===== src/rtl/clk_div_pkg.sv =====
// Shared FSM state type and constants for the clk_div_sched divider/scheduler.
package clk_div_pkg;

  typedef enum logic [1:0] {
    IDLE     = 2'd0,
    RUN      = 2'd1,
    STOPPING = 2'd2
  } state_e;

  localparam int unsigned MIN_DIV = 2;

endpackage


===== src/rtl/clk_div_core.sv =====
// Period counter and duty compare. With CLK_DIV_ODD50_EN defined, a falling-edge
// copy of the output stretches odd-ratio high phases by half a clk period.
module clk_div_core
  import clk_div_pkg::*;
#(
  parameter int CNT_W = 8
) (
  input  logic             clk,
  input  logic             rst_n,
  input  logic             run,
  input  logic [CNT_W-1:0] div,
  input  logic             odd50,
  output logic             clkout,
  output logic             wrap
);

  logic [CNT_W-1:0] cnt_q, cnt_d;
  logic             active_q;
  logic             clk_q, clk_d;
  logic             neg_q;
  logic [CNT_W:0]   high_len;
  logic             odd_div;

  // run describes the upcoming cycle; active_q says the current cycle is inside a period
  assign odd_div = div[0];
  assign wrap    = active_q && (cnt_q == (div - CNT_W'(1)));

  always_comb begin
    high_len = ({1'b0, div} + (CNT_W+1)'(1)) >> 1;
    if (odd50 && odd_div) begin
      high_len = {1'b0, div} >> 1;
    end
  end

  always_comb begin
    cnt_d = '0;
    if (run && active_q && !wrap) begin
      cnt_d = cnt_q + CNT_W'(1);
    end
    clk_d = run && ({1'b0, cnt_d} < high_len);
  end

  always_ff @(posedge clk) begin
    if (!rst_n) begin
      cnt_q    <= '0;
      active_q <= 1'b0;
      clk_q    <= 1'b0;
    end else begin
      cnt_q    <= cnt_d;
      active_q <= run;
      clk_q    <= clk_d;
    end
  end

`ifdef CLK_DIV_ODD50_EN
  always_ff @(negedge clk) begin
    if (!rst_n) begin
      neg_q <= 1'b0;
    end else begin
      neg_q <= clk_q;
    end
  end
`else
  assign neg_q = 1'b0;
`endif

  assign clkout = clk_q | (odd50 & odd_div & active_q & neg_q);

endmodule


===== src/rtl/clk_div_sched.sv =====
// Run/stop FSM and ratio handshake around clk_div_core; new ratios switch only at
// period boundaries. CLK_DIV_ODD50_EN enables 50% duty for odd ratios.
module clk_div_sched
  import clk_div_pkg::*;
#(
  parameter int CNT_W       = 8,
  parameter int DEFAULT_DIV = 2
) (
  input  logic             clk,
  input  logic             rst_n,
  input  logic             en,
  input  logic             cfg_valid,
  input  logic [CNT_W-1:0] cfg_div,
  output logic             cfg_ready,
  output logic             clkout,
  output logic             period_start,
  output logic [CNT_W-1:0] cur_div,
  output logic             cfg_err,
  output logic             busy
);

  state_e           state_q, state_d;
  logic             pend_q, pend_d;
  logic [CNT_W-1:0] pend_div_q, pend_div_d;
  logic [CNT_W-1:0] cur_div_q, cur_div_d;
  logic             cfg_err_q, cfg_err_d;
  logic             ps_q, ps_d;
  logic             hs, cfg_legal, wrap, run_next, odd50;

`ifdef CLK_DIV_ODD50_EN
  assign odd50 = 1'b1;
`else
  assign odd50 = 1'b0;
`endif

  assign hs        = cfg_valid && !pend_q;
  assign cfg_legal = cfg_div >= CNT_W'(MIN_DIV);

  // A period whose last cycle coincides with en falling ends here, no STOPPING needed
  always_comb begin
    state_d = state_q;
    case (state_q)
      IDLE:     if (en) state_d = RUN;
      RUN:      if (!en) state_d = wrap ? IDLE : STOPPING;
      STOPPING: begin
        if (en) begin
          state_d = RUN;
        end else if (wrap) begin
          state_d = IDLE;
        end
      end
      default:  state_d = IDLE;
    endcase
    run_next = (state_d != IDLE);
    ps_d     = run_next && ((state_q == IDLE) || wrap);
  end

  // Pending ratios land on a wrap or in IDLE; a fresh handshake never lands on the current wrap
  always_comb begin
    pend_d     = pend_q;
    pend_div_d = pend_div_q;
    cur_div_d  = cur_div_q;
    cfg_err_d  = 1'b0;
    if (pend_q && (wrap || (state_q == IDLE))) begin
      cur_div_d = pend_div_q;
      pend_d    = 1'b0;
    end
    if (hs) begin
      if (!cfg_legal) begin
        cfg_err_d = 1'b1;
      end else if (state_q == IDLE) begin
        cur_div_d = cfg_div;
      end else begin
        pend_d     = 1'b1;
        pend_div_d = cfg_div;
      end
    end
  end

  always_ff @(posedge clk) begin
    if (!rst_n) begin
      state_q    <= IDLE;
      pend_q     <= 1'b0;
      pend_div_q <= '0;
      cur_div_q  <= CNT_W'(DEFAULT_DIV);
      cfg_err_q  <= 1'b0;
      ps_q       <= 1'b0;
    end else begin
      state_q    <= state_d;
      pend_q     <= pend_d;
      pend_div_q <= pend_div_d;
      cur_div_q  <= cur_div_d;
      cfg_err_q  <= cfg_err_d;
      ps_q       <= ps_d;
    end
  end

  clk_div_core #(
    .CNT_W(CNT_W)
  ) u_core (
    .clk   (clk),
    .rst_n (rst_n),
    .run   (run_next),
    .div   (cur_div_q),
    .odd50 (odd50),
    .clkout(clkout),
    .wrap  (wrap)
  );

  assign cfg_ready    = !pend_q;
  assign period_start = ps_q;
  assign cur_div      = cur_div_q;
  assign cfg_err      = cfg_err_q;
  assign busy         = (state_q != IDLE);

endmodule

===== config.mk =====
export PLATFORM = sky130hd
export DESIGN_NAME = clk_div_sched
export DESIGN_NICKNAME = d
export VERILOG_FILES = /design/src/rtl/clk_div_pkg.sv /design/src/rtl/clk_div_core.sv /design/src/rtl/clk_div_sched.sv
export SDC_FILE = /design/constraint.sdc
export NUM_CORES = 1
export LEC_CHECK = 0
export ABC_AREA = 1
export CORE_ASPECT_RATIO = 1.75
export CORE_UTILIZATION = 40
export DETAILED_ROUTE_END_ITERATION = 16
export GPL_TIMING_DRIVEN = 0
export PLACE_DENSITY_LB_ADDON = 0.3
export SETUP_SLACK_MARGIN = 0.15
export SLEW_MARGIN = 20
export SYNTH_ARGS = -nofsm -noshare
export SYNTH_HDL_FRONTEND = slang
export SYNTH_SLANG_ARGS = --single-unit

===== constraint.sdc =====
create_clock -name clk -period 2.5 [get_ports clk]
set_input_delay 0.75 -clock clk [delete_from_list [all_inputs] [get_ports clk]]
set_output_delay 0.75 -clock clk [all_outputs]
set_load 0.03 [all_outputs]

; Yosys cells after proc, flatten, opt, wreduce, memory -nomap -nowiden
; Cells that the tools add are included.
[classes]
n_addsub = 3
magnitude_cmp = 2
n_eq_ne = 3
muxes = 16
n_bitwise = 1
reduce_logical = 15
[op_table]
columns = op, count
row1 = $mux 8, 5
row2 = $mux 2, 5
row3 = $add 8x1->9 const B, 1
row4 = $add 8x1->8 const B, 1
row5 = $eq 8x8->1, 1
row6 = $ge 8x2->1 const B, 1
row7 = $lt 8x8->1, 1
row8 = $sub 8x1->8 const B, 1
row9 = $logic_and 1x1->1, 7
row10 = $pmux 2 s3, 1
row11 = $mux 1, 5
row12 = $reduce_bool 2->1, 2
row13 = $reduce_and 3->1, 1
row14 = $eq 2x1->1 const B, 1
row15 = $eq 2x2->1 const B, 1
row16 = $logic_not 1->1, 2
row17 = $logic_not 2->1, 1
row18 = $reduce_and 2->1, 1
row19 = $logic_or 1x1->1, 1
row20 = $not 1->1, 1
[word_totals]
reg_bits = 31
in_bits = 12
word_cells = 49

; Longest topological paths before layout
; Gate-level depths: netlist of run 1.
[depth]
ltp_word = 12
depth_mapped = 21

; Hierarchy
; Synthesis of run 1 repeated with hierarchy kept, for this count alone.
[hier_totals]
cells_unflattened = 344
area_unflattened_um2 = 2144.6
[by_module_without_submodules]
columns = mod, instances, cells_each, area_each_um2, seq_area_each_um2
row1 = clk_div_sched, 1, 165, 1082.3, 420.4
row2 = clk_div_core, 1, 179, 1062.3, 200.2

; Worst setup path before layout of run 1
; No wires, ideal clock.
[synth_path]
path_kind = register to register
start = reg cur_div_q[0] (netlist: cur_div[0])
end = reg u_core.clk_q (netlist: u_core.clkout)
t_arrival_ns = 2.654
slack_ns = -0.224
stages_incl_launch_ff = 17
path_buffers = 1
path_cell_list = dfxtp_1 > inv_1 > ha_1 > xnor2_1 > nor2_1 > nand2_1 > nor2_2 > nand3_2 > nand3_2 > nand2_2 > nand2_1 > buf_4 > nor2_1 > ha_1 > a21oi_1 > o211ai_1 > a21oi_1
[synth_between]
elab_chain_len = 12
[synth_lines]
columns = item, line
row1 = from (decl), clk_div_sched.sv:25  ; logic [CNT_W-1:0] cur_div_q, cur_div_d;
row2 = from (signal assigned), clk_div_sched.sv:85  ; cur_div_q <= CNT_W'(DEFAULT_DIV);
row3 = from (signal assigned), clk_div_sched.sv:92  ; cur_div_q <= cur_div_d;
row4 = $sub 8x1->8 (*), clk_div_core.sv:26  ; assign wrap = active_q && (cnt_q == (div - CNT_W'(1)));
row5 = $eq 8x8->1 (*), clk_div_core.sv:26
row6 = $logic_and 1x1->1 (*), clk_div_core.sv:26
row7 = "$mux 2, on equally long branches", "clk_div_sched.sv:48, clk_div_sched.sv:44"
row8 = "$mux 2, on equally long branches", "clk_div_sched.sv:46, clk_div_sched.sv:44"
row9 = $pmux 2 s3, clk_div_sched.sv:42  ; case (state_q)
row10 = $reduce_bool 2->1, clk_div_sched.sv:54  ; run_next = (state_d != IDLE);
row11 = $logic_and 1x1->1, clk_div_core.sv:37  ; if (run && active_q && !wrap) begin
row12 = $logic_and 1x1->1 (*), clk_div_core.sv:37
row13 = $mux 8 (*), clk_div_core.sv:37
row14 = net u_core.cnt_d[5], clk_div_core.sv:17  ; logic [CNT_W-1:0] cnt_q, cnt_d;
row15 = $lt 8x8->1 (*), clk_div_core.sv:40  ; clk_d = run && ({1'b0, cnt_d} < high_len);
row16 = $logic_and 1x1->1 (*), clk_div_core.sv:40
row17 = to (signal assigned), clk_div_core.sv:51  ; clk_q <= clk_d;
row18 = to (decl), clk_div_core.sv:19  ; logic clk_q, clk_d;
; The timed path passes the listed nets; every way through them passes the cells marked *.
; A chain may end at the register's enable or synchronous reset.

; Worst setup path after layout of run 1
[layout_path]
start = reg cur_div_q[1] (netlist: cur_div[1])
end = reg u_core.clk_q (netlist: u_core.clkout)
; The elaborated chain is that of the path after synthesis.

==> qor.csv, run 1 <==
stage,metric,value,unit
die,# IOs,25,
timing,final slew viol count,0,
timing,clock skew,11.22,ps
pwr,Pleak,1.145,nW
grt,vias in the first global route,1706,
yosys,share of async-settable or async-resettable flops after synthesis,0,
grt,busiest layer in global routing,met2,
timing,Final Cycle Share,0.9658,
clock_network,Clock Sinks,31,
critical_path,crit path max fanout,5,
timing,Worst Tran Pin Value,539.0,ps
die,Chip Height,93.07,um
grt,met2 usage in global routing,0.3735,
clock_network,TritonCTS clock tree,yes,
clock_network,H-Tree Level Count,2,
detailed_routing,DRC Markers,0,
critical_path,"reg-to-reg slack, setup",90,ps
outcome,outcome,completed,
die,die width,54.04,um
finish,fillers,411,
yosys,yosys warns,0,
critical_path,crit path DAT,2590,ps
yosys,Synth area leaders,"dfxtp_1, nand2_1, inv_1",
placed_design,routability cong.,0.8263,
yosys,mapped cell area,1896,um^2
timing,final setup vio count,0,
clock_network,Clock Latency Late Sink,290,ps
die,Placement Rows,32,
critical_path,CP Launch Type,register,
yosys,"Top FF cell, synth",dfxtp_1,
placed_design,DP Worst Slack,-270.5,ps
yosys,sequential-to-total area share from yosys stat,0.3274,
min_path,WHS Path Cells,2,
yosys,top-area cell type share of the netlist area,0.3274,
finish,area added between synthesis and finish,36.37,%
clock_network,clk root buf,clkbuf_8,
grt,GRT Total Usage,0.2078,
min_path,HP Start,pend_div_q[7]$_SDFFE_PN0P_,
yosys,synth cell count leaders,"nand2_1, inv_1, dfxtp_1",
clock_network,CTS Buf Count,5,
min_path,type of the worst min-delay path,reg -> reg,
critical_path,reg2reg end,u_core.clkout$_SDFF_PN0_,
yosys,post-synthesis cell count,276,
critical_path,Worst Reg2Reg Path Length in Cells,16,
flow_run,Max-cap violations,0,
detailed_routing,drt total wl,4678,um
critical_path,CP Capture Type,register,
timing,final hold vios,0,
yosys,syn_nets,298,
clock_network,"CTS clk-pin slew, worst paths",70,ps
grt,largest net degree at the start of global routing,11,
finish,share of layout cells above drive strength 1,0.2125,
timing,min Tclk post-route,2414,ps
detailed_routing,First-pass DRT Iterations,4,
critical_path,crit path kind,reg -> reg,
pwr,Worst IR Drop VDD,0.5039,mV
detailed_routing,vias per cell,4.914,
grt,met3 usage,0.04228,
detailed_routing,initial drt markers,75,
grt,initial antenna violation count,0,
timing,RSZ-0062 raised after global routing,true,
grt,global-route wire length before repair,7534,um
die,Initial Util,0.4227,
placed_design,placed inst area,2226,um^2
detailed_routing,Via Count,1823,
placed_design,# port buffers,24,
yosys,dominant cell type by area after synthesis,dfxtp_1,
timing,Setup WS post-layout,85.60,ps
die,die area,5029,um^2
yosys,most numerous cell in the Yosys netlist,nand2_1,
yosys,"EDFF count, synth",0,
pwr,pwr dens,557.2,nW/um^2
critical_path,reg2reg start,cur_div[1]$_SDFF_PN1_,
yosys,Post-Syn Area per Cell,6.868,um^2
critical_path,Critical Path RT,2670,ps
finish,"Design Area, Final",2585,um^2
timing,Slew HR,0.6407,
min_path,Hold Path Sink,pend_div_q[7]$_SDFFE_PN0P_,
detailed_routing,drt wl/cell,12.61,um
finish,nets,341,
timing,FMAX,0.4142,GHz
yosys,"flops & latches, synth",31,
detailed_routing,post-route ant nets,0,
grt,GR Util met1,0.2150,
finish,register area,628.1,um^2
placed_design,Post-DP HPWL,3410,um
clock_network,Max Root-Sink Buffers,2,
finish,multi-input logic area,1222,um^2
die,CORE AREA,4484,um^2
yosys,Unique masters post-synth,28,
finish,Antenna Cells,0,
grt,GRT overflow,0,
## cell families after synthesis
kind of cell    count (synthesis)  synth area share
buf+inv                        49            0.1082
compound gates                 44            0.1307
flops                          31            0.3274
fa+ha+maj                      10           0.06601
simple gates                  129            0.3076
xor+xnor                       13           0.06007
## through the flow
| stage | power, W | cells | util | setup TNS (ps) | hold slack, ps |
|---|---|---|---|---|---|
| 2_1_floorplan | 0.0007731 | 276 | - | 0 | 430.0 |
| 3_3_place_gp | 0.0008699 | 351 | 0.4964 | -3601 | 439.1 |
| 3_5_place_dp | 0.0008736 | 351 | 0.4964 | -3570 | 448.8 |
| 4_1_cts | 0.001403 | 365 | 0.5371 | 0 | 458.4 |
| 5_1_grt | 0.001514 | 371 | 0.5765 | -57.90 | 473.0 |
| 6_report | 0.001440 | 371 | 0.5765 | 0 | 458.5 |
## what timing repair did
action                     CTS  global route
pin swaps                    4            22
buffers inserted             5             6
setup endpoints to repair   17             6
hold buffers                 0             0
resized for setup            7            25
gates cloned                 1             0
## state kept, by name, indices dropped and copies added, names as in the netlist
signal	cells
state_q	2
pend_div_q	8
pend_q	1
u_core.cnt_q	8
cur_div	8
u_core.clkout	1
u_core.active_q	1
cfg_err	1
period_start	1
## how the worst max path moves through the flow
stage | start | to | slack, ps | cells after the start
finish | cur_div[1]$_SDFF_PN1_ | u_core.clkout$_SDFF_PN0_ | 90 | 16
CTS | cur_div[0]$_SDFF_PN0_ | u_core.clkout$_SDFF_PN0_ | 5 | 16
detailed placement | cfg_div[7] | pend_div_q[6]$_SDFFE_PN0P_ | -270 | 9
global placement | cfg_div[7] | pend_div_q[6]$_SDFFE_PN0P_ | -280 | 9
global route | cur_div[1]$_SDFF_PN1_ | u_core.clkout$_SDFF_PN0_ | -60 | 16
floorplan | cur_div[0]$_SDFF_PN0_ | u_core.clkout$_SDFF_PN0_ | 180 | 16
## final cells by class
type                       instances  area share
buffer                             6     0.01936
clock buffer                       6     0.03195
clock inverter                     2     0.01355
inverter                          43     0.06680
multi-input combinational        196      0.4729
sequential                        31      0.2430
tap                               51     0.02469
timing repair buffer              36      0.1278
## layer usage
layer / share of wire / wire (um)
met5: 0 / 0
met4: 0.017 / 78
met3: 0.021 / 97
met2: 0.57 / 2687
met1: 0.39 / 1814
## layout by cell type, fill, tap and decap left out, types with 2 or more instances in the layout
| cell type | netlist | layout |
|---|---|---|
| nand2_1 | 58 | 54 |
| inv_1 | 39 | 36 |
| dfxtp_1 | 31 | 29 |
| nor2_1 | 30 | 27 |
| clkdlybuf4s50_1 | 0 | 24 |
| o21ai_0 | 16 | 16 |
| buf_4 | 1 | 12 |
| nor3_1 | 13 | 11 |
| nand3_1 | 9 | 9 |
| a21oi_1 | 13 | 9 |
| xor2_1 | 8 | 8 |
| nand2_2 | 4 | 7 |
| o21bai_1 | 7 | 7 |
| o21ai_1 | 6 | 6 |
| clkbuf_8 | 0 | 6 |
| nor2_2 | 3 | 5 |
| ha_4 | 0 | 5 |
| xnor2_1 | 5 | 4 |
| inv_2 | 3 | 4 |
| nand3_2 | 4 | 4 |
| a21oi_2 | 0 | 4 |
| ha_1 | 10 | 4 |
| nor4_1 | 4 | 3 |
| buf_6 | 2 | 2 |
| clkinv_2 | 1 | 2 |
| inv_6 | 0 | 2 |
| nand2_4 | 1 | 2 |
| nand4_1 | 2 | 2 |
| nor3_4 | 0 | 2 |
| clkbuf_1 | 2 | 2 |
| dfxtp_4 | 0 | 2 |
## worst max-delay path, cell delays in order, from the launching register on
cell	delay [ps]
dfxtp_4	380
inv_6	40
ha_4	240
xnor2_2	120
nor2_1	90
nand2_1	80
nor2_2	90
nand3_2	150
nand3_2	110
nand2_2	90
nand2_4	110
buf_8	150
nor2_2	60
ha_4	280
nand2_1	70
o211ai_1	200
a21oi_2	40
## power breakdown
part / internal, W / switching [W]
Sequential: 0.000523 / 0.0000290
Clock: 0.000322 / 0.000195
Combinational: 0.000162 / 0.000209
Total: 0.00101 / 0.000434
(Power assumes the default switching activity.)
==> run 2: changes to the inputs <==
--- a/config.mk
+++ b/config.mk
@@ -7,7 +7,7 @@
 export LEC_CHECK = 0
 export ABC_AREA = 1
 export CORE_ASPECT_RATIO = 1.75
-export CORE_UTILIZATION = 40
+export CORE_UTILIZATION = 49
 export DETAILED_ROUTE_END_ITERATION = 16
 export GPL_TIMING_DRIVEN = 0
 export PLACE_DENSITY_LB_ADDON = 0.3
==> run 2 against run 1 <==
Against the previous run: final cell count did not move; largest power group unchanged; die area fell by 18%; critical path depth up 1; largest cell class unchanged; register-to-register slack got worse by 50 ps; setup slack got worse by 51 ps; clock skew grew 0.90 ps; maximum frequency shrank 2.1%; hold slack lost 1.3 ps.
==> qor.csv, run 2 (synthesis results as in run 1) <==
stage,metric,value,unit,change
detailed_routing,First-pass DRT Iterations,4,,unchanged
critical_path,Critical Path RT,2680,ps,about the same
timing,final slew viol count,0,,unchanged
clock_network,Clock Sinks,31,,unchanged
detailed_routing,Via Count,2006,,+10%
detailed_routing,drt wl/cell,13.78,um,+9.3%
timing,Final Cycle Share,0.9862,,+0.02046
critical_path,crit path kind,reg -> reg,,
min_path,type of the worst min-delay path,reg -> reg,,
detailed_routing,DRC Markers,0,,unchanged
grt,vias in the first global route,1851,,+8.5%
clock_network,"CTS clk-pin slew, worst paths",70,ps,about the same
finish,register area,630.6,um^2,+0.40%
critical_path,Crit path max-delay family,simple AND/OR/NAND/NOR gates,,
critical_path,CP Launch Type,register,,
clock_network,Max Root-Sink Buffers,2,,unchanged
detailed_routing,vias per cell,5.407,,+10%
timing,Slew HR,0.5307,,-0.1100
outcome,outcome,completed,,
timing,final setup vio count,0,,unchanged
detailed_routing,post-route ant nets,0,,unchanged
detailed_routing,initial drt markers,55,,-27%
finish,non-filler cells in the finished layout,371,,unchanged
finish,Antenna Cells,0,,unchanged
placed_design,Placed Cells incl. Taps,346,,-1.4%
placed_design,Post-DP HPWL,3387,um,-0.69%
die,Chip Height,84.28,um,-9.4%
finish,fillers,274,,-33%
pwr,Pleak,1.171,nW,+2.2%
clock_network,CTS Buf Count,5,,unchanged
finish,"Design Area, Final",2648,um^2,+2.4%
clock_network,TritonCTS clock tree,yes,,
die,CORE AREA,3665,um^2,-18%
placed_design,placed inst area,2220,um^2,-0.28%
timing,hold_ws,457.2,ps,-1.257 ps
critical_path,crit path max fanout,5,,unchanged
timing,setup tns final,0,ps,unchanged
critical_path,critical path cell sequence,"inv_4, ha_4, xnor2_2, nor2_1, nand2_2, nor2_2, nand3_2, nand3_2, nand2_2, nand2_4, buf_8, buf_6, nor3_4, ha_4, nand2_1, nor2_1, a21oi_2",,
critical_path,crit path DAT,2650,ps,+60 ps
clock_network,Clock Latency Late Sink,290,ps,about the same
finish,"commonest non-fill, non-tap cell in the layout",nand2_1,,
critical_path,Crit path largest cell delay,370,ps,about the same
finish,area added between synthesis and finish,39.67,%,
grt,largest net degree at the start of global routing,11,,unchanged
critical_path,CP Capture Type,register,,
timing,clock skew,12.12,ps,+0.8994 ps
grt,GRT overflow,0,,unchanged
clock_network,H-Tree Level Count,2,,unchanged
die,Placement Rows,29,,-9.4%
grt,global-route wire length before repair,7762,um,+3.0%
detailed_routing,drt total wl,5111,um,+9.3%
pwr,pwr dens,554.5,nW/um^2,-0.47%
placed_design,# port buffers,24,,unchanged
critical_path,Buf/Inv on CP,3,,+1
critical_path,slowest CP cell,dfxtp_4,,
timing,Worst Tran Pin Value,698.6,ps,+159.6 ps
die,die area,4131,um^2,-18%
die,die width,49.02,um,-9.3%
die,Initial Util,0.5172,,+0.09453
finish,nets,346,,+1.5%
grt,initial antenna violation count,0,,unchanged
finish,"commonest cells after routing, fill and taps aside","nand2_1, inv_1, dfxtp_1, nor2_1, clkdlybuf4s50_1",,
flow_run,Max-cap violations,0,,unchanged
clock_network,clk root buf,clkbuf_8,,
timing,RSZ-0062 raised after global routing,true,,
finish,share of layout cells above drive strength 1,0.2338,,+0.02135
grt,GRT Total Usage,0.2440,,+0.03617
finish,multi-input logic area,1250,um^2,+2.3%
timing,final hold vios,0,,unchanged
timing,FMAX,0.4056,GHz,-2.1%
timing,min Tclk post-route,2466,ps,+51.16 ps
placed_design,routability cong.,0.8497,,+2.8%
finish,Layout Utilization,0.7224,,+0.1460
die,# IOs,25,,unchanged
pwr,Worst IR Drop VDD,0.7236,mV,+44%
==> run 2: final timing paths <==
kind	from	end	slack, ps	depth (start not counted)
setup / recovery	cur_div[1]$_SDFF_PN1_	u_core.clkout$_SDFF_PN0_	30	17
hold / removal	pend_div_q[5]$_SDFFE_PN0P_	pend_div_q[5]$_SDFFE_PN0P_	460	2
setup reg to reg	cur_div[1]$_SDFF_PN1_	u_core.clkout$_SDFF_PN0_	30	17
hold reg to reg	pend_div_q[5]$_SDFFE_PN0P_	pend_div_q[5]$_SDFFE_PN0P_	460	2
==> run 2: per-layer routing <==
metal	global-route usage	routed length [um]	share of wire	vias to the layer above
met2	0.4798	2893	0.57	67
met1	0.2273	1750	0.34	934
li1	-	-	-	979
met4	0.1471	269	0.053	0
met3	0.03261	198	0.039	26
met5	0	0	0	-
==> run 2: report_power, final <==
| group | internal [W] | switching, W |
|---|---|---|
| Combinational | 0.000170 | 0.000221 |
| Sequential | 0.000523 | 0.0000298 |
| Clock | 0.000322 | 0.000202 |
==> run 2: metrics by stage <==
stage | power [W] | setup WS [ps]
after detailed placement | 0.0008735 | -255.6
after global placement | 0.0008678 | -230.0
final | 0.001468 | 34.44
after global routing | 0.001529 | -79.04
after CTS | 0.001412 | 42.44
after floorplan | 0.0007731 | 184.2
==> run 2: cell type report <==
type | count | share of cell area
timing repair buffer | 41 | 0.1404
multi-input combinational | 196 | 0.4721
sequential | 31 | 0.2382
clock buffer | 6 | 0.03119
inverter | 43 | 0.06427
tap | 46 | 0.02174
clock inverter | 2 | 0.01323
buffer | 6 | 0.01890
==> run 2: worst min-delay path: stages, from the launching register on <==
cell	delay [ps]
dfxtp_1	300
inv_1	60
a21oi_1	50
==> run 2: timing repair <==
action,4_1_cts,5_1_grt
hold buffers,0,0
endpoints found under the setup margin,17,5
cloned,1,0
gates resized for setup,7,31
buffers inserted,8,8
pin swaps,8,25
